===== config.mk =====
export PLATFORM = sky130hd
export DESIGN_NAME = render_frame_scheduler_flat
export DESIGN_NICKNAME = d
export VERILOG_FILES = /design/src/rtl/render_frame_scheduler_pkg.sv /design/src/rtl/render_frame_scheduler_if.sv /design/src/rtl/render_frame_scheduler_log2_u16.sv /design/src/rtl/render_frame_scheduler.sv /design/src/flat_wrapper.sv
export SDC_FILE = /design/constraint.sdc
export NUM_CORES = 1
export LEC_CHECK = 0
export ABC_CLOCK_PERIOD_IN_PS = 34900
export CAP_MARGIN = 25
export CORE_MARGIN = 10
export CORE_UTILIZATION = 40
export CTS_CLUSTER_DIAMETER = 100
export DETAILED_ROUTE_END_ITERATION = 12
export SETUP_SLACK_MARGIN = 0.15
export SLEW_MARGIN = 20
export SYNTH_ARGS = -nofsm -noshare
export SYNTH_HDL_FRONTEND = slang
export SYNTH_SLANG_ARGS = --single-unit

===== constraint.sdc =====
create_clock -name i_clk -period 34.9 [get_ports i_clk]
set_clock_uncertainty 0.1 [all_clocks]
set_input_delay 5.235 -clock i_clk [delete_from_list [all_inputs] [get_ports i_clk]]
set_output_delay 5.235 -clock i_clk [all_outputs]
set_load 0.01 [all_outputs]

===== src/rtl/render_frame_scheduler_pkg.sv =====
// Shared types for the render frame scheduler: bin/level vector types,
// scheduler state encoding and a saturating 4-bit subtract helper.
package render_pkg;
  localparam int N_BINS = 16;

  typedef logic [N_BINS-1:0][15:0] bins_t;
  typedef logic [N_BINS-1:0][3:0]  levels_t;

  typedef enum logic [1:0] {
    S_IDLE,
    S_CONV,
    S_HOLD,
    S_COMMIT
  } sched_state_t;

  // a - b, floored at 0 instead of wrapping
  function automatic logic [3:0] sub_sat0(input logic [3:0] a, input logic [3:0] b);
    return (a > b) ? 4'(a - b) : 4'd0;
  endfunction
endpackage


===== src/rtl/render_frame_scheduler_if.sv =====
// Frame hand-off bus between FFT core, scheduler and renderers.
//  fft_valid/fft_data/fft_ready : frame offer from the FFT core
//  levels/levels_valid          : committed log2 levels to the renderers
// master = FFT/render side, slave = scheduler.
interface render_frame_scheduler_if;
  import render_pkg::*;

  logic    fft_valid;
  bins_t   fft_data;
  logic    fft_ready;
  levels_t levels;
  logic    levels_valid;

  modport master (output fft_valid, fft_data, input fft_ready, levels, levels_valid);
  modport slave  (input fft_valid, fft_data, output fft_ready, levels, levels_valid);
endinterface


===== src/rtl/render_frame_scheduler_log2_u16.sv =====
// Combinational floor(log2(x)) for a 16-bit unsigned value.
//  x     : input magnitude
//  level : index of the most significant set bit; 0 when x is 0 or 1
module log2_u16 (
  input  logic [15:0] x,
  output logic [3:0]  level
);
  always_comb begin
    level = '0;
    for (int i = 1; i < 16; i++)
      if (x[i]) level = 4'(i);
  end
endmodule


===== src/rtl/render_frame_scheduler.sv =====
// Render frame scheduler: accepts one FFT frame, converts its 16 bins to
// 4-bit log2 levels one per cycle through a shared converter, applies
// peak-hold decay and commits the level vector only during VGA blanking.
//  i_clk, i_rst : clock, asynchronous active-high reset
//  fft          : frame handshake in, committed levels + 1-cycle valid out
//  i_vga_lock   : 1 = active video, 0 = blanking (asynchronous to i_clk)
//  o_busy       : scheduler not idle
//  o_drop_cnt   : frames offered while not ready, saturating at 255
module render_frame_scheduler
  import render_pkg::*;
#(
  parameter int DECAY       = 1,
  parameter int HOLD_EN     = 1,
  parameter int SYNC_STAGES = 2
) (
  input  logic                     i_clk,
  input  logic                     i_rst,
  render_frame_scheduler_if.slave  fft,
  input  logic                     i_vga_lock,
  output logic                     o_busy,
  output logic [7:0]               o_drop_cnt
);
  sched_state_t state, state_nxt;
  logic [3:0]   k;
  bins_t        bins_q;
  levels_t      new_q;
  levels_t      held_q;
  levels_t      held_nxt;
  logic         lv_vld_q;
  logic [3:0]   cur_lvl;
  logic [SYNC_STAGES-1:0] sync_q;
  logic         lock_s;

  assign lock_s           = sync_q[SYNC_STAGES-1];
  assign fft.fft_ready    = (state == S_IDLE);
  assign fft.levels       = held_q;
  assign fft.levels_valid = lv_vld_q;
  assign o_busy           = (state != S_IDLE);

  log2_u16 u_log2 (.x(bins_q[k]), .level(cur_lvl));

  // Resets to 1 so a fresh reset is treated as active video.
  always_ff @(posedge i_clk or posedge i_rst)
    if (i_rst) sync_q <= '1;
    else       sync_q <= (sync_q << 1) | SYNC_STAGES'(i_vga_lock);

  always_ff @(posedge i_clk or posedge i_rst)
    if (i_rst) state <= S_IDLE;
    else       state <= state_nxt;

  always_comb begin
    state_nxt = state;
    case (state)
      S_IDLE:   if (fft.fft_valid) state_nxt = S_CONV;
      S_CONV:   if (k == 4'd15)    state_nxt = S_HOLD;
      S_HOLD:   if (!lock_s)       state_nxt = S_COMMIT;
      S_COMMIT:                    state_nxt = S_IDLE;
      default:                     state_nxt = S_IDLE;
    endcase
  end

  // Per-bin commit value: new level, or the decayed peak if that is higher.
  always_comb begin
    held_nxt = new_q;
    if (HOLD_EN != 0)
      for (int b = 0; b < N_BINS; b++) begin
        logic [3:0] dec;
        dec = sub_sat0(held_q[b], 4'(DECAY));
        held_nxt[b] = (new_q[b] > dec) ? new_q[b] : dec;
      end
  end

  always_ff @(posedge i_clk or posedge i_rst)
    if (i_rst) begin
      bins_q   <= '0;
      new_q    <= '0;
      held_q   <= '0;
      k        <= '0;
      lv_vld_q <= 1'b0;
    end else begin
      lv_vld_q <= 1'b0;
      case (state)
        S_IDLE:
          if (fft.fft_valid) begin
            bins_q <= fft.fft_data;
            k      <= '0;
          end
        S_CONV: begin
          new_q[k] <= cur_lvl;
          k        <= k + 4'd1;
        end
        S_COMMIT: begin
          held_q   <= held_nxt;
          lv_vld_q <= 1'b1;
        end
        default: ;
      endcase
    end

  always_ff @(posedge i_clk or posedge i_rst)
    if (i_rst)
      o_drop_cnt <= '0;
    else if (fft.fft_valid && !fft.fft_ready && o_drop_cnt != 8'hFF)
      o_drop_cnt <= o_drop_cnt + 8'd1;
endmodule


===== src/flat_wrapper.sv =====
// flat-port wrapper written by rule: the top's interface ports become plain ports
module render_frame_scheduler_flat import render_pkg::*;
#(
  parameter int DECAY       = 1,
  parameter int HOLD_EN     = 1,
  parameter int SYNC_STAGES = 2
)
  (i_clk, i_rst, i_vga_lock, o_busy, o_drop_cnt, fft_fft_valid, fft_fft_data, fft_fft_ready, fft_levels, fft_levels_valid);
  render_frame_scheduler_if fft_i ();
  input  logic i_clk;
  input  logic i_rst;
  input  logic i_vga_lock;
  output logic o_busy;
  output logic [7:0] o_drop_cnt;
  input wire logic [$bits(fft_i.fft_valid)-1:0] fft_fft_valid;
  input wire logic [$bits(fft_i.fft_data)-1:0] fft_fft_data;
  output wire logic [$bits(fft_i.fft_ready)-1:0] fft_fft_ready;
  output wire logic [$bits(fft_i.levels)-1:0] fft_levels;
  output wire logic [$bits(fft_i.levels_valid)-1:0] fft_levels_valid;
  assign fft_i.fft_valid = fft_fft_valid;
  assign fft_i.fft_data = fft_fft_data;
  assign fft_fft_ready = fft_i.fft_ready;
  assign fft_levels = fft_i.levels;
  assign fft_levels_valid = fft_i.levels_valid;
  render_frame_scheduler #(.DECAY(DECAY), .HOLD_EN(HOLD_EN), .SYNC_STAGES(SYNC_STAGES)) u_core (.i_clk(i_clk), .i_rst(i_rst), .fft(fft_i), .i_vga_lock(i_vga_lock), .o_busy(o_busy), .o_drop_cnt(o_drop_cnt));
endmodule

==> report_table.html, run 1 <==
<table>
<tr><th>Metric</th><th>Value</th></tr>
<tr><th colspan="2">Run status</th></tr>
<tr><td>Run status</td><td>finished, final reports clean</td></tr>
<tr><th colspan="2">Clocking</th></tr>
<tr><td>Clock-pin transition on the worst setup and hold timing paths</td><td>0.06 ns</td></tr>
<tr><td>Clock tree from TritonCTS</td><td>yes</td></tr>
<tr><td>Hold-fix buffer count after cts</td><td>0</td></tr>
<tr><td>Clock buffers created by TritonCTS</td><td>45</td></tr>
<tr><td>Number of cells upsized or downsized after cts</td><td>0</td></tr>
<tr><td>Post-CTS Setup Inserts</td><td>0</td></tr>
<tr><td>Total number of H-tree levels</td><td>2</td></tr>
<tr><td>Clk Tree Root Cell</td><td>sky130_fd_sc_hd__clkbuf_16</td></tr>
<tr><td>CTS sink count</td><td>between 300 and 400</td></tr>
<tr><td>Clock Path Buffers</td><td>3</td></tr>
<tr><td>Insertion delay of the later-clocked pin in the worst-skew pair</td><td>0.57 ns</td></tr>
<tr><th colspan="2">Place</th></tr>
<tr><td>Cell count after placement</td><td>2,535</td></tr>
<tr><td>DPL Wire Length</td><td>between 30,000 and 40,000 um</td></tr>
<tr><td>Number of buffers inserted by port buffering</td><td>roughly 320</td></tr>
<tr><td>Final GP Congestion</td><td>slightly below 0.8</td></tr>
<tr><th colspan="2">Power and ir drop</th></tr>
<tr><td>Static power due to leakage</td><td>between 10 and 15 nW</td></tr>
<tr><td>Power density relative to cell area</td><td>about 100 nW/um2</td></tr>
<tr><td>Post-route total power</td><td>2.53 mW</td></tr>
<tr><td>Worst IR Drop VDD</td><td>approximately 0.000038 V</td></tr>
<tr><th colspan="2">Setup path</th></tr>
<tr><td>Slowest stage cell on the critical path</td><td>sky130_fd_sc_hd__nand2_4</td></tr>
<tr><td>Startpoint of the lowest-slack register-to-register path</td><td>u_core.k[0]$_DFFE_PP0P_</td></tr>
<tr><td>Startpoint type of the worst setup path</td><td>input port</td></tr>
<tr><td>Series of cell instances along the critical path</td><td>clkdlybuf4s50_1, nand2_4, buf_4, buf_16, buf_4, buf_12, mux2_2</td></tr>
<tr><td>Worst setup path class</td><td>in -&gt; reg</td></tr>
<tr><td>R2R setup slack</td><td>a little over 30 ns</td></tr>
<tr><td>CP peak stage delay</td><td>between 0.6 and 0.7 ns</td></tr>
<tr><td>Maximum net fanout on the critical path</td><td>66</td></tr>
<tr><td>Depth of the worst register-to-register path</td><td>7</td></tr>
<tr><td>Critical path's most frequent cell</td><td>sky130_fd_sc_hd__buf_4</td></tr>
<tr><td>Crit path capture type</td><td>register</td></tr>
<tr><td>Required arrival time at the worst endpoint</td><td>35.26 ns</td></tr>
<tr><td>Arrival time worst endpoint</td><td>~8.6 ns</td></tr>
<tr><td>Destination of the worst register-to-register timing path</td><td>u_core.new_q[35]$_DFFE_PP0P_</td></tr>
<tr><th colspan="2">Global routing</th></tr>
<tr><td>Vias in the first global route</td><td>14,200</td></tr>
<tr><td>Largest net degree at the start of global routing</td><td>between 100 and 150</td></tr>
<tr><td>Global-route wire length before repair</td><td>just over 80,000 um</td></tr>
<tr><td>Initial antenna violation count</td><td>16</td></tr>
<tr><td>Overflow after GRT</td><td>0</td></tr>
<tr><td>GRT Resource Usage Total</td><td>0.179</td></tr>
<tr><th colspan="2">Hold path</th></tr>
<tr><td>Worst-case hold path end point</td><td>u_core.sync_q[1]$_DFF_PP1_</td></tr>
<tr><td>Hold Path Cell Cnt</td><td>0</td></tr>
<tr><td>Critical hold path startpoint</td><td>u_core.sync_q[0]$_DFF_PP1_</td></tr>
<tr><td>Hold WC Path Type</td><td>reg -&gt; reg</td></tr>
<tr><th colspan="2">Timing</th></tr>
<tr><td>Headroom to the max-slew limit</td><td>0.354</td></tr>
<tr><td>Count of pins over their slew limit</td><td>0</td></tr>
<tr><td>Worst slew pin tran</td><td>about 0.97 ns</td></tr>
<tr><td>Time the worst path needs with I/O delays and setup</td><td>8.22 ns</td></tr>
<tr><td>Setup repair after global routing missed its margin</td><td>false</td></tr>
<tr><td>Share of the clock period used by the worst path after layout</td><td>0.236</td></tr>
<tr><td>Maximum clock frequency</td><td>about 120 MHz</td></tr>
<tr><td>Hold violation total from the final report</td><td>0</td></tr>
<tr><td>Post-Route Setup TNS</td><td>0 ns</td></tr>
<tr><td>Final count of negative-setup-slack endpoints</td><td>0</td></tr>
<tr><th colspan="2">Die</th></tr>
<tr><td>Row count</td><td>between 80 and 90</td></tr>
<tr><td>Chip width</td><td>243 um</td></tr>
<tr><td>Die area</td><td>around 59,000 um2</td></tr>
<tr><td>Area of the core region</td><td>49,200 um2</td></tr>
<tr><td>Ports placed on the boundary</td><td>~340</td></tr>
<tr><td>Initial core utilization</td><td>0.406</td></tr>
<tr><td>Vertical die dimension</td><td>about 240 um</td></tr>
<tr><th colspan="2">Synthesis</th></tr>
<tr><td>Cells after synthesis</td><td>roughly 1,600</td></tr>
<tr><td>Area share of the largest cell type after synthesis</td><td>0.481</td></tr>
<tr><td>Async SR Flop Fraction</td><td>1.00</td></tr>
<tr><td>Sequential share of the synthesized area</td><td>0.483</td></tr>
<tr><td>Post-synthesis register bit count</td><td>slightly below 400</td></tr>
<tr><td>Top cell type by total area after synthesis</td><td>sky130_fd_sc_hd__dfrtp_1</td></tr>
<tr><td>Net count after synthesis</td><td>between 1,500 and 2,000</td></tr>
<tr><td>Post-synth EDFFs</td><td>0</td></tr>
<tr><td>Cell area after synthesis</td><td>between 15,000 and 20,000 um2</td></tr>
<tr><td>Mean cell area of the mapped netlist</td><td>~12 um2</td></tr>
<tr><td>Area contributors post-synth</td><td>sky130_fd_sc_hd__dfrtp_1 48%, sky130_fd_sc_hd__mux2_2 16%, sky130_fd_sc_hd__ha_1 6.6%, sky130_fd_sc_hd__mux4_2 5.4%, sky130_fd_sc_hd__mux2i_1 3.9%</td></tr>
<tr><td>Post-synth cell types</td><td>60</td></tr>
<tr><td>Number of synthesis warnings</td><td>0</td></tr>
<tr><td>Synth Flop Type</td><td>sky130_fd_sc_hd__dfrtp_1</td></tr>
<tr><th colspan="2">Routing</th></tr>
<tr><td>Routed wire length per instance</td><td>slightly above 20 um</td></tr>
<tr><td>Total wire length</td><td>between 50,000 and 60,000 um</td></tr>
<tr><td>Post-route ant nets</td><td>0</td></tr>
<tr><td>DRT Pass-1 Iters</td><td>4</td></tr>
<tr><td>Remaining design rule violation count</td><td>0</td></tr>
<tr><td>Per-cell via count in the routed design</td><td>5.13</td></tr>
<tr><td>First-iteration detailed-routing DRC count</td><td>a little under 600</td></tr>
<tr><td>Via total after detailed routing</td><td>about 13,000</td></tr>
<tr><th colspan="2">Finish</th></tr>
<tr><td>Area growth from synthesis to layout</td><td>27.1%</td></tr>
<tr><td>Nets@finish</td><td>around 2,300</td></tr>
<tr><td>Core Util, Final</td><td>0.515</td></tr>
<tr><td>Number of cells in the finished layout apart from fillers</td><td>between 2,000 and 3,000</td></tr>
<tr><td>Share of final-layout standard cells stronger than drive strength 1</td><td>0.224</td></tr>
<tr><th colspan="2">Job</th></tr>
<tr><td>Maxcap violations</td><td>0</td></tr>
</table>
synthesized netlist by cell type (all sizes together) (2+ instances only):
library cell	instances
nand3	20
dfstp	2
o21a	10
nor2b	18
xnor2	9
nand2b	17
nor3	47
a221oi	3
nand2	96
dfrtp	383
buf	21
mux2	276
a22o	4
clkbuf	42
and3	5
nor2	98
mux2i	79
a21oi	56
mux4	67
a41o	16
a22oi	10
o21ai	80
ha	105
nand4	3
inv	114
report_power, final:
part,switching [mW],internal [mW]
Sequential,0.160,0.654
Clock,0.191,0.296
Combinational,0.584,0.645
cells in the final DEF, fill, tap and decap left out, types with 9 or more instances in the layout:
cell type / instances
sky130_fd_sc_hd__a21oi_1: 55
sky130_fd_sc_hd__a22oi_1: 10
sky130_fd_sc_hd__a41o_1: 16
sky130_fd_sc_hd__buf_4: 14
sky130_fd_sc_hd__clkbuf_16: 45
sky130_fd_sc_hd__clkbuf_8: 10
sky130_fd_sc_hd__clkdlybuf4s50_1: 318
sky130_fd_sc_hd__clkinv_2: 11
sky130_fd_sc_hd__dfrtp_1: 381
sky130_fd_sc_hd__ha_1: 104
sky130_fd_sc_hd__inv_1: 112
sky130_fd_sc_hd__mux2_2: 276
sky130_fd_sc_hd__mux2i_1: 78
sky130_fd_sc_hd__mux4_1: 19
sky130_fd_sc_hd__mux4_2: 48
sky130_fd_sc_hd__nand2_1: 95
sky130_fd_sc_hd__nand2b_1: 17
sky130_fd_sc_hd__nand3_1: 20
sky130_fd_sc_hd__nor2_1: 97
sky130_fd_sc_hd__nor2b_1: 18
sky130_fd_sc_hd__nor3_1: 47
sky130_fd_sc_hd__o21a_1: 10
sky130_fd_sc_hd__o21ai_0: 19
sky130_fd_sc_hd__o21ai_1: 52
sky130_fd_sc_hd__o21ai_2: 9
sky130_fd_sc_hd__xnor2_1: 9
routing by layer:
metal | global-route usage | share of wire | wire length (um)
met1 | 0.217 | 0.42 | 22200
met2 | 0.305 | 0.50 | 26500
met3 | 0.0511 | 0.060 | 3170
met4 | 0.0476 | 0.020 | 1050
met5 | 0 | 0.0030 | 161
how the worst max path moves through the flow:
| stage | start | endpoint | slack (ns) | cells past startpoint |
|---|---|---|---|---|
| finish | fft_fft_valid | u_core.bins_q[22]$_DFFE_PP0P_ | 26.68 | 7 |
| floorplan | i_rst | u_core.bins_q[100]$_DFFE_PP0P_ | 18.87 | 1 |
| global placement | fft_fft_valid | u_core.bins_q[5]$_DFFE_PP0P_ | 25.79 | 5 |
| detailed placement | fft_fft_valid | u_core.bins_q[36]$_DFFE_PP0P_ | 25.83 | 6 |
| CTS | fft_fft_valid | u_core.bins_q[36]$_DFFE_PP0P_ | 26.46 | 6 |
| global route | fft_fft_valid | u_core.bins_q[23]$_DFFE_PP0P_ | 26.50 | 7 |
kinds of logic after synthesis:
| family | synth area share |
|---|---|
| AO/OA/AOI/OAI | 0.0593 |
| XOR/XNOR | 0.00439 |
| adder cells (fa/ha/maj) | 0.0659 |
| buffers and inverters | 0.0405 |
| flip-flops | 0.483 |
| multiplexers | 0.275 |
| AND/OR/NAND/NOR | 0.0711 |
layout make-up:
type,instances,area (um2)
Multi-Input combinational cell,1039,9510
Antenna cell,7,17.5
Clock buffer,62,1290
Tap cell,664,831
Sequential cell,385,9640
Timing Repair Buffer,335,3360
Inverter,114,435
Clock inverter,21,245
Fill cell,4286,23800
stage by stage:
| stage | instance area [um2] | worst slack, ns | hold slack (ns) |
|---|---|---|---|
| floorplan | 19900 | 18.87 | 0.245 |
| finish | 25300 | 26.68 | 0.256 |
| detailed placement | 23700 | 25.83 | 0.247 |
| global placement | 23700 | 25.79 | 0.246 |
| global route | 25300 | 26.50 | 0.262 |
| CTS | 25300 | 26.46 | 0.256 |
state kept, by name, indices dropped and copies added (netlist names):
register / cells
u_core.o_drop_cnt: 8
u_core.bins_q: 240
u_core.state: 2
u_core.new_q: 64
u_core.fft.levels: 64
u_core.k: 4
u_core.fft.levels_valid: 1
u_core.sync_q: 2
critical path, delay by kind of cell:
| kind | cells | cell delay (ns) |
|---|---|---|
| simple gates | 1 | 0.65 |
| mux | 1 | 0.37 |
| buf+inv | 5 | 2.16 |
Power figures use the tool's default switching activity.
==> run 2: changes to the inputs <==
--- a/config.mk
+++ b/config.mk
@@ -5,7 +5,7 @@
 export SDC_FILE = /design/constraint.sdc
 export NUM_CORES = 1
 export LEC_CHECK = 0
-export ABC_CLOCK_PERIOD_IN_PS = 34900
+export ABC_CLOCK_PERIOD_IN_PS = 8500
 export CAP_MARGIN = 25
 export CORE_MARGIN = 10
 export CORE_UTILIZATION = 40
==> constraint.sdc (replaced) <==
create_clock -name i_clk -period 8.5 [get_ports i_clk]
set_clock_uncertainty 0.1 [all_clocks]
set_input_delay 1.275 -clock i_clk [delete_from_list [all_inputs] [get_ports i_clk]]
set_output_delay 1.275 -clock i_clk [all_outputs]
set_load 0.01 [all_outputs]
==> run 2 against run 1 <==
Compared with the run above:
- setup slack worse by 23 ns
- worst hold slack better by 0.0083 ns
- power grew to 4.0 times the previous value
- register-to-register slack worse by 26 ns
- critical endpoint is now u_core.new_q[59]$_DFFE_PP0P_
==> report_table.html, run 2 (same netlist as run 1, synthesis figures left out) <==
<table>
<tr><th>Metric</th><th>Value</th></tr>
<tr><th colspan="2">Setup path</th></tr>
<tr><td>Worst setup path class</td><td>reg -&gt; reg</td></tr>
<tr><td>WP buf/inv</td><td>1 (-4)</td></tr>
<tr><td>Required arrival time at the worst endpoint</td><td>8.80 ns (-26.46 ns)</td></tr>
<tr><td>CP peak stage delay</td><td>0.83 ns (+0.18 ns)</td></tr>
<tr><td>Destination of the worst register-to-register timing path</td><td>u_core.new_q[59]$_DFFE_PP0P_</td></tr>
<tr><td>Startpoint of the lowest-slack register-to-register path</td><td>u_core.k[0]$_DFFE_PP0P_</td></tr>
<tr><td>R2R setup slack</td><td>3.90 ns (-26.32 ns)</td></tr>
<tr><td>Series of cell instances along the critical path</td><td>buf_4, mux4_1, mux4_2, or2_1, or3_1, and2b_1, o21ai_1</td></tr>
<tr><td>Startpoint type of the worst setup path</td><td>register</td></tr>
<tr><td>Arrival time worst endpoint</td><td>4.90 ns (-3.68 ns)</td></tr>
<tr><td>Slowest stage cell on the critical path</td><td>sky130_fd_sc_hd__and2b_1</td></tr>
<tr><td>Maximum net fanout on the critical path</td><td>39 (-41%)</td></tr>
<tr><td>Category of cells accounting for the largest share of critical-path delay</td><td>simple AND/OR/NAND/NOR gates</td></tr>
<tr><td>Depth of the worst register-to-register path</td><td>7 (unchanged)</td></tr>
<tr><td>Crit path capture type</td><td>register</td></tr>
<tr><th colspan="2">Routing</th></tr>
<tr><td>First-iteration detailed-routing DRC count</td><td>650 (+9.4%)</td></tr>
<tr><td>Per-cell via count in the routed design</td><td>5.10 (-0.58%)</td></tr>
<tr><td>Post-route ant nets</td><td>0 (unchanged)</td></tr>
<tr><td>Remaining design rule violation count</td><td>0 (unchanged)</td></tr>
<tr><td>DRT Pass-1 Iters</td><td>4 (unchanged)</td></tr>
<tr><td>Routed wire length per instance</td><td>20.3 um (+0.71%)</td></tr>
<tr><td>Via total after detailed routing</td><td>13,400 (-0.88%)</td></tr>
<tr><td>Total wire length</td><td>53,300 um (+0.41%)</td></tr>
<tr><th colspan="2">Finish</th></tr>
<tr><td>Core Util, Final</td><td>0.512 (-0.00321)</td></tr>
<tr><td>Flip-flop count of the largest register, all copies and words added</td><td>240 (unchanged)</td></tr>
<tr><td>Fill cell instance count of the final layout</td><td>4,330 (+1.0%)</td></tr>
<tr><td>Register containing the most flip-flops in the final layout</td><td>u_core.bins_q</td></tr>
<tr><td>Most common library cell in the layout ignoring fill and taps</td><td>sky130_fd_sc_hd__dfrtp_1</td></tr>
<tr><td>Number of cells in the finished layout apart from fillers</td><td>2,619 (-0.30%)</td></tr>
<tr><td>Nets@finish</td><td>2,281 (-0.18%)</td></tr>
<tr><td>Sequential standard cell area</td><td>9640 um2 (unchanged)</td></tr>
<tr><td>Final design instance area without fill</td><td>25,200 um2 (-0.62%)</td></tr>
<tr><td>Share of final-layout standard cells stronger than drive strength 1</td><td>0.218 (-0.00655)</td></tr>
<tr><td>Top library cells by usage in the layout, fill and taps aside</td><td>381 x sky130_fd_sc_hd__dfrtp_1, 318 x sky130_fd_sc_hd__clkdlybuf4s50_1, 276 x sky130_fd_sc_hd__mux2_2, 112 x sky130_fd_sc_hd__inv_1, 104 x sky130_fd_sc_hd__ha_1</td></tr>
<tr><td>Area growth from synthesis to layout</td><td>26.3%</td></tr>
<tr><td>Multi-input logic area</td><td>9510 um2 (unchanged)</td></tr>
<tr><th colspan="2">Global routing</th></tr>
<tr><td>Initial antenna violation count</td><td>20 (+4)</td></tr>
<tr><td>GRT Resource Usage Total</td><td>0.179 (+0.000365)</td></tr>
<tr><td>Global-route wire length before repair</td><td>83,300 um (+0.11%)</td></tr>
<tr><td>Largest net degree at the start of global routing</td><td>161 (+50%)</td></tr>
<tr><td>Overflow after GRT</td><td>0 (unchanged)</td></tr>
<tr><td>Vias in the first global route</td><td>14,300 (+0.84%)</td></tr>
<tr><th colspan="2">Clocking</th></tr>
<tr><td>Clk Tree Root Cell</td><td>sky130_fd_sc_hd__clkbuf_16</td></tr>
<tr><td>Post-CTS Setup Inserts</td><td>0 (unchanged)</td></tr>
<tr><td>Clock buffers created by TritonCTS</td><td>44 (-2.2%)</td></tr>
<tr><td>Insertion delay of the later-clocked pin in the worst-skew pair</td><td>0.57 ns (about the same)</td></tr>
<tr><td>Clock-pin transition on the worst setup and hold timing paths</td><td>0.06 ns (about the same)</td></tr>
<tr><td>Clock Path Buffers</td><td>3 (unchanged)</td></tr>
<tr><td>Clock tree from TritonCTS</td><td>yes</td></tr>
<tr><td>Number of cells upsized or downsized after cts</td><td>0 (unchanged)</td></tr>
<tr><td>Total number of H-tree levels</td><td>2 (unchanged)</td></tr>
<tr><td>CTS sink count</td><td>385 (unchanged)</td></tr>
<tr><td>Hold-fix buffer count after cts</td><td>0 (unchanged)</td></tr>
<tr><th colspan="2">Timing</th></tr>
<tr><td>Setup repair after global routing missed its margin</td><td>false</td></tr>
<tr><td>Final count of negative-setup-slack endpoints</td><td>0 (unchanged)</td></tr>
<tr><td>Worst setup margin</td><td>3.90 ns (-22.78 ns)</td></tr>
<tr><td>Post-Route Setup TNS</td><td>0 ns (unchanged)</td></tr>
<tr><td>Share of the clock period used by the worst path after layout</td><td>0.541</td></tr>
<tr><td>Maximum clock frequency</td><td>~220 MHz</td></tr>
<tr><td>Worst slew pin tran</td><td>1.06 ns (+0.0908 ns)</td></tr>
<tr><td>Headroom to the max-slew limit</td><td>0.294 (-0.0605)</td></tr>
<tr><td>Worst hold slack</td><td>0.264 ns (+0.00830 ns)</td></tr>
<tr><td>Count of pins over their slew limit</td><td>0 (unchanged)</td></tr>
<tr><td>Time the worst path needs with I/O delays and setup</td><td>around 4.6 ns</td></tr>
<tr><td>Hold violation total from the final report</td><td>0 (unchanged)</td></tr>
<tr><th colspan="2">Place</th></tr>
<tr><td>Cell count after placement</td><td>2,533 (-0.079%)</td></tr>
<tr><td>Cell area after placement</td><td>23,700 um2 (about the same)</td></tr>
<tr><td>DPL Wire Length</td><td>39,500 um (about the same)</td></tr>
<tr><td>Number of buffers inserted by port buffering</td><td>318 (unchanged)</td></tr>
<tr><td>Pre-CTS setup slack</td><td>3.80 ns (-22.04 ns)</td></tr>
<tr><td>Final GP Congestion</td><td>0.807 (+2.8%)</td></tr>
<tr><th colspan="2">Run status</th></tr>
<tr><td>Run status</td><td>finished, final reports clean</td></tr>
<tr><th colspan="2">Hold path</th></tr>
<tr><td>Critical hold path startpoint</td><td>u_core.sync_q[0]$_DFF_PP1_</td></tr>
<tr><td>Worst-case hold path end point</td><td>u_core.sync_q[1]$_DFF_PP1_</td></tr>
<tr><td>Hold WC Path Type</td><td>reg -&gt; reg</td></tr>
<tr><td>Hold Path Cell Cnt</td><td>0 (unchanged)</td></tr>
<tr><th colspan="2">Die</th></tr>
<tr><td>Initial core utilization</td><td>0.406 (unchanged)</td></tr>
<tr><td>Ports placed on the boundary</td><td>335 (unchanged)</td></tr>
<tr><td>Die area</td><td>59,200 um2 (unchanged)</td></tr>
<tr><td>Area of the core region</td><td>49,200 um2 (unchanged)</td></tr>
<tr><td>Vertical die dimension</td><td>243 um (unchanged)</td></tr>
<tr><td>Chip width</td><td>243 um (unchanged)</td></tr>
<tr><td>Row count</td><td>81 (unchanged)</td></tr>
<tr><th colspan="2">Job</th></tr>
<tr><td>Maxcap violations</td><td>0 (unchanged)</td></tr>
<tr><th colspan="2">Power and ir drop</th></tr>
<tr><td>Post-route total power</td><td>10.2 mW (+300%)</td></tr>
<tr><td>Power density relative to cell area</td><td>406 nW/um2 (+310%)</td></tr>
<tr><td>Static power due to leakage</td><td>11.0 nW (-0.82%)</td></tr>
<tr><td>Worst IR Drop VDD</td><td>0.000218 V (+480%)</td></tr>
</table>
## run 2: per-layer routing
metal / GRT usage / wire length (um) / up-vias
li1: - / - / 6405
met1: 0.212 / 22100 / 6582
met2: 0.309 / 26300 / 264
met3: 0.0573 / 3750 / 78
met4: 0.0458 / 958 / 26
met5: 0 / 170 / -
## run 2: worst reg2reg max path, cell delays in order, from the launching register on
cell	delay (ns)
sky130_fd_sc_hd__dfrtp_4	0.79
sky130_fd_sc_hd__buf_4	0.77
sky130_fd_sc_hd__mux4_1	0.69
sky130_fd_sc_hd__mux4_2	0.49
sky130_fd_sc_hd__or2_1	0.25
sky130_fd_sc_hd__or3_1	0.34
sky130_fd_sc_hd__and2b_1	0.83
sky130_fd_sc_hd__o21ai_1	0.18
## run 2: how the worst max path moves through the flow
| stage | to | cells past startpoint | startpoint |
|---|---|---|---|
| 6_report | u_core.new_q[59]$_DFFE_PP0P_ | 7 | u_core.k[0]$_DFFE_PP0P_ |
| 5_1_grt | u_core.new_q[59]$_DFFE_PP0P_ | 7 | u_core.k[0]$_DFFE_PP0P_ |
| 4_1_cts | u_core.new_q[59]$_DFFE_PP0P_ | 7 | u_core.k[0]$_DFFE_PP0P_ |
| 3_5_place_dp | u_core.new_q[59]$_DFFE_PP0P_ | 7 | u_core.k[0]$_DFFE_PP0P_ |
| 3_3_place_gp | u_core.new_q[15]$_DFFE_PP0P_ | 7 | u_core.k[0]$_DFFE_PP0P_ |
| 2_1_floorplan | u_core.bins_q[100]$_DFFE_PP0P_ | 1 | i_rst |
## run 2: cell type report
class / instances / share of cell area
inverter: 114 / 0.0171
multi-input combinational: 1039 / 0.378
clock inverter: 9 / 0.00318
sequential: 385 / 0.383
timing repair buffer: 332 / 0.133
clock buffer: 67 / 0.0520
tap: 664 / 0.0330
antenna: 9 / 0.000894
## run 2: where the power goes
part	leakage (nW)	internal, mW	switching [mW]
combinational	5.65	2.65	2.41
sequential	4.67	2.69	0.632
clock	0.684	1.09	0.756
total	11.0	6.42	3.79
